<file path="config.mk">
export PLATFORM = sky130hd
export DESIGN_NAME = l2_request_arbiter
export DESIGN_NICKNAME = d
export VERILOG_FILES = /design/src/rtl/l2_request_arbiter.sv
export SDC_FILE = /design/constraint.sdc
export NUM_CORES = 1
export LEC_CHECK = 0
export BUFFER_PORTS_ARGS = -buffer_cell sky130_fd_sc_hd__clkbuf_2
export CAP_MARGIN = 10
export CELL_PAD_IN_SITES_DETAIL_PLACEMENT = 1
export CELL_PAD_IN_SITES_GLOBAL_PLACEMENT = 1
export CORE_AREA = 2 2 321 323
export DETAILED_ROUTE_END_ITERATION = 10
export DIE_AREA = 0 0 323 325
export HOLD_SLACK_MARGIN = 0.05
export PLACE_DENSITY_LB_ADDON = 0.1
export SLEW_MARGIN = 20
export SYNTH_ARGS = -nofsm -noshare
export SYNTH_HDL_FRONTEND = slang
export SYNTH_SLANG_ARGS = --single-unit
</file>
<file path="constraint.sdc">
create_clock -name clk -period 1.77 [get_ports clk]
set_input_delay 0.177 -clock clk [delete_from_list [all_inputs] [get_ports clk]]
set_output_delay 0.177 -clock clk [all_outputs]
set_load 0.02 [all_outputs]
</file>
<file path="src/rtl/l2_request_arbiter.sv">
// Shares the single L2 port between the L1 I-cache and the L1 D-cache.
// One grant at a time, held until L2 responds, then a one-cycle release gap.
module l2_request_arbiter #(
  parameter int MEM_PRIORITY = 0,
  parameter int TIMEOUT      = 255
) (
  input  logic         clk,
  input  logic         reset_n,
  input  logic [15:0]  IF_address,
  input  logic         IF_read,
  input  logic         IF_write,
  input  logic [127:0] IF_wdata,
  input  logic [15:0]  MEM_address,
  input  logic         MEM_read,
  input  logic         MEM_write,
  input  logic [127:0] MEM_wdata,
  output logic         l2i_resp,
  output logic [127:0] l2i_rdata,
  output logic         l2d_resp,
  output logic [127:0] l2d_rdata,
  output logic [15:0]  l2_address,
  output logic         l2_read,
  output logic         l2_write,
  output logic [127:0] l2_wdata,
  input  logic         l2_resp,
  input  logic [127:0] l2_rdata,
  output logic         l2_timeout
);

  typedef enum logic [1:0] {IDLE, SERVE_IF, SERVE_MEM, RELEASE} state_t;

  localparam logic [7:0] TO_LIMIT = (TIMEOUT > 255) ? 8'd255 : 8'(TIMEOUT);
  localparam bit         TO_EN    = (TIMEOUT != 0);

  state_t       state_q, state_d;
  logic         last_mem_q, last_mem_d;
  logic [7:0]   wait_cnt_q, wait_cnt_d;
  logic         timeout_q, timeout_d;
  logic [127:0] irdata_q, irdata_d;
  logic [127:0] drdata_q, drdata_d;

  logic req_if, req_mem, grant_mem;

  assign req_if  = IF_read | IF_write;
  assign req_mem = MEM_read | MEM_write;
  // On a tie MEM wins under fixed priority, otherwise the side that was not served last.
  assign grant_mem = req_mem & (~req_if | (MEM_PRIORITY != 0) | ~last_mem_q);

  always_ff @(posedge clk) begin
    if (!reset_n) begin
      state_q    <= IDLE;
      last_mem_q <= 1'b1;
      wait_cnt_q <= 8'd0;
      timeout_q  <= 1'b0;
      irdata_q   <= '0;
      drdata_q   <= '0;
    end else begin
      state_q    <= state_d;
      last_mem_q <= last_mem_d;
      wait_cnt_q <= wait_cnt_d;
      timeout_q  <= timeout_d;
      irdata_q   <= irdata_d;
      drdata_q   <= drdata_d;
    end
  end

  always_comb begin
    state_d    = state_q;
    last_mem_d = last_mem_q;
    wait_cnt_d = wait_cnt_q;
    timeout_d  = timeout_q;
    unique case (state_q)
      IDLE: begin
        if (req_if || req_mem) begin
          state_d    = grant_mem ? SERVE_MEM : SERVE_IF;
          last_mem_d = grant_mem;
          wait_cnt_d = 8'd0;
        end
      end
      SERVE_IF, SERVE_MEM: begin
        if (l2_resp) begin
          state_d = RELEASE;
        end else if (wait_cnt_q != 8'hFF) begin
          wait_cnt_d = wait_cnt_q + 8'd1;
        end
        if (TO_EN && (wait_cnt_d == TO_LIMIT)) begin
          timeout_d = 1'b1;
        end
      end
      RELEASE: state_d = IDLE;
      default: state_d = IDLE;
    endcase
  end

  // Datapath to L2 and back to the granted requester; a write on the same cycle masks the read.
  always_comb begin
    l2_address = 16'd0;
    l2_wdata   = '0;
    l2_read    = 1'b0;
    l2_write   = 1'b0;
    l2i_resp   = 1'b0;
    l2d_resp   = 1'b0;
    irdata_d   = irdata_q;
    drdata_d   = drdata_q;
    unique case (state_q)
      SERVE_IF: begin
        l2_address = IF_address;
        l2_wdata   = IF_wdata;
        l2_write   = IF_write;
        l2_read    = IF_read & ~IF_write;
        if (l2_resp) begin
          l2i_resp = 1'b1;
          irdata_d = l2_rdata;
        end
      end
      SERVE_MEM: begin
        l2_address = MEM_address;
        l2_wdata   = MEM_wdata;
        l2_write   = MEM_write;
        l2_read    = MEM_read & ~MEM_write;
        if (l2_resp) begin
          l2d_resp = 1'b1;
          drdata_d = l2_rdata;
        end
      end
      default: ;
    endcase
  end

  assign l2i_rdata  = l2i_resp ? l2_rdata : irdata_q;
  assign l2d_rdata  = l2d_resp ? l2_rdata : drdata_q;
  assign l2_timeout = timeout_q;

endmodule

</file>
==> metrics.txt <==
status=finished, violations left; failing checks=negative setup slack; WP buf/inv=6; hold path startpoint=l2_rdata[124]; CTS tree=yes; Max stage delay on crit path=330 ps; drt initial violations=361; Worst Path Class, Setup=reg -> out; Worst Tran Pin Value=495 ps; total chip power=34300 uW; Crit path max-delay family=buffers and inverters; post-synthesis sequential area ratio=0.409; cell area power density=1310 nW/um^2; Cell Area, Synth=13100 um^2; Die Y=325 um; Crit. End Element=output pin; Final Skew=34.0 ps; worst-path cell chain=buf_6 > ha_4 > buf_6 > buf_12 > buf_12 > clkbuf_16 > a22oi_2 > nor2b_2 > buf_6; Mapped Nets=1698; CP max stage cell=dfxtp_2; fmax=0.416 GHz; top cells by area, synth=dfxtp_1, mux2_2, and2_1, a22oi_1, nor2b_1; number of global-route vias before repair=15064; Tcrit/Tclk final=1.36; design area=26200 um^2; RSZ-0062 raised after global routing=true; most common cell in the netlist=dfxtp_1; number of synthesized flops with an enable pin=0; Reg2Reg Launch Point=state_q[0]; Yosys warning count=0; Setup violations, final=420; WHS Path Cells=3; CP Launch Type=flop; final core utilization=0.259; Reg clk slew, reported paths=60 ps; Hold Path Class=in -> reg; most numerous cell on the critical path=buf_6; # DRC=0; CP arrival=2230 ps; R2R Path End=l2_timeout; flop-to-flop setup slack=-230 ps; Final nets=2734; most instantiated cells after synthesis=dfxtp_1, and2_1, mux2_2; drt total wl=79900 um; Die ar.=105000 um^2; Final ANT Viol Nets=0; CTS Buf Count=37; post-synth cell types=48; synthesis-to-finish area growth=100%; Leak=0.0120 uW; CP Data Required Time=1590 ps; multi-input logic area=8520 um^2; row count=117; relative slew slack=0.670; min Tclk post-route=2410 ps; FF+latch area=5370 um^2; largest net degree at the start of global routing=131; CTS root buf=clkbuf_16; drt pass-1 iters=4; crit-path max FO=7; Setup TNS=-219900 ps; gr usage total=0.138; Clk Latency, worst-skew pair=560 ps; r2r worst-path depth=8; Synth async-reset ratio=0; max-slew violations=0; Syn Area/Cell=10.3 um^2; Post-Syn Instances=1271; FF+latch count, synth=268; clk sinks=268; first-pass GRT wire length=107000 um; Clock Path Buffers=3; Synth top area share=0.409; final hold vios=0; antenna violations before repair=15; via count=13871; Final WS setup=-635 ps; GR Overflow Total=0; Layout fillers=11598; DP Worst Slack=-192 ps; Initial Util=0.130; WL per Instance=21.5 um; routability cong.=0.859; I/O pin total=828; vias per cell=3.74; H-tree levels=2; Max VDD drop=581 uV; max_cap viols=0; Cell Area, Placed=19900 um^2; top_reg_cell synth=dfxtp_1; Yosys top cell by area=dfxtp_1; layout cells sized above 1=0.646; I/O Buffers=827; Chip Width=323 um; Hold Path Sink=irdata_q[124]; core area=101000 um^2; hpwl dp=59800 um
kinds of logic (layout without fill, tap and decap cells):
kind of cell | Yosys count | after routing | share of synthesized area
other cells | 0 | 9 | 0
mux | 258 | 258 | 0.232
compound gates | 184 | 184 | 0.105
buf+inv | 117 | 1179 | 0.0422
simple gates | 440 | 440 | 0.208
fa+ha+maj | 4 | 4 | 0.00382
flops | 268 | 268 | 0.409
where the power goes:
| group | internal, uW | switching, uW |
|---|---|---|
| sequential | 6750 | 189 |
| clock | 4380 | 2990 |
| combinational | 10200 | 9800 |
worst max path at each step:
stage / start / endpoint / slack (ps) / cells after the start
floorplan: state_q[0] / l2_address[11] / 20 / 6
global route: state_q[1] / l2_wdata[3] / -710 / 9
global placement: state_q[0] / l2d_rdata[75] / -170 / 8
CTS: state_q[0] / l2i_rdata[102] / -700 / 7
finish: state_q[1] / l2_wdata[3] / -640 / 9
detailed placement: state_q[0] / l2d_rdata[75] / -190 / 8
area by class of cell:
type                    instances  share of cell area
flip-flops and latches        268               0.205
diodes                          9            0.000859
clock inverters                12             0.00391
inverters                       7             0.00229
well taps                    1368              0.0653
clock buffers                  53              0.0411
multi-input cells             886               0.325
repair buffers               1107               0.357
cell usage in the layout (no fill, tap or decap), drive strengths merged, types with 2 or more instances in the layout:
cell type | Yosys | layout
a21oi | 9 | 9
a22oi | 148 | 148
o31ai | 4 | 4
clkbuf | 70 | 719
diode | 0 | 9
dlygate4sd3 | 0 | 120
a31oi | 2 | 2
a211oi | 5 | 5
ha | 4 | 4
nor3 | 4 | 4
dfxtp | 268 | 268
and2 | 258 | 258
nor2 | 9 | 9
nand2 | 12 | 12
buf | 40 | 321
o21ai | 5 | 5
inv | 6 | 5
mux2i | 2 | 2
nand3 | 3 | 3
o22ai | 2 | 2
a311oi | 2 | 2
mux2 | 256 | 256
nor2b | 145 | 145
clkinv | 1 | 12
sequential cells by signal, indices dropped and copies added (netlist names):
| register | flops |
|---|---|
| state_q | 2 |
| drdata_q | 128 |
| last_mem_q | 1 |
| l2_timeout | 1 |
| irdata_q | 128 |
| wait_cnt_q | 8 |
what timing repair did:
action                                  4_1_cts  5_1_grt
gates resized for setup                     464      479
cloned                                        7       25
endpoints found under the setup margin      507      524
hold buffers                                120        0
endpoints found under the hold margin       227        0
pin swaps                                     1        7
buffers inserted                             21       15
worst reg2reg max path, cell delays in order, from the launching register on:
cell and delay, ps:
dfxtp_2 340, inv_2 60, buf_12 120, ha_4 350, buf_4 140, clkbuf_16 140, o2111ai_1 140, or3_1 430
o31ai_2 180
routing by layer:
metal / global-route usage / part of all wire / vias to the layer above
met5: 0 / 0.00016 / -
met4: 0.0496 / 0.035 / 2
met3: 0.0404 / 0.066 / 98
met2: 0.255 / 0.51 / 539
met1: 0.146 / 0.38 / 6732
li1: - / - / 6500
metrics by stage:
| stage | instances | hold slack, ps |
|---|---|---|
| floorplan | 1271 | 435 |
| global placement | 3452 | 423 |
| detailed placement | 3452 | 427 |
| CTS | 3665 | 50.9 |
| global route | 3709 | 70.3 |
| finish | 3710 | 83.0 |
(Power assumes the default switching activity.)
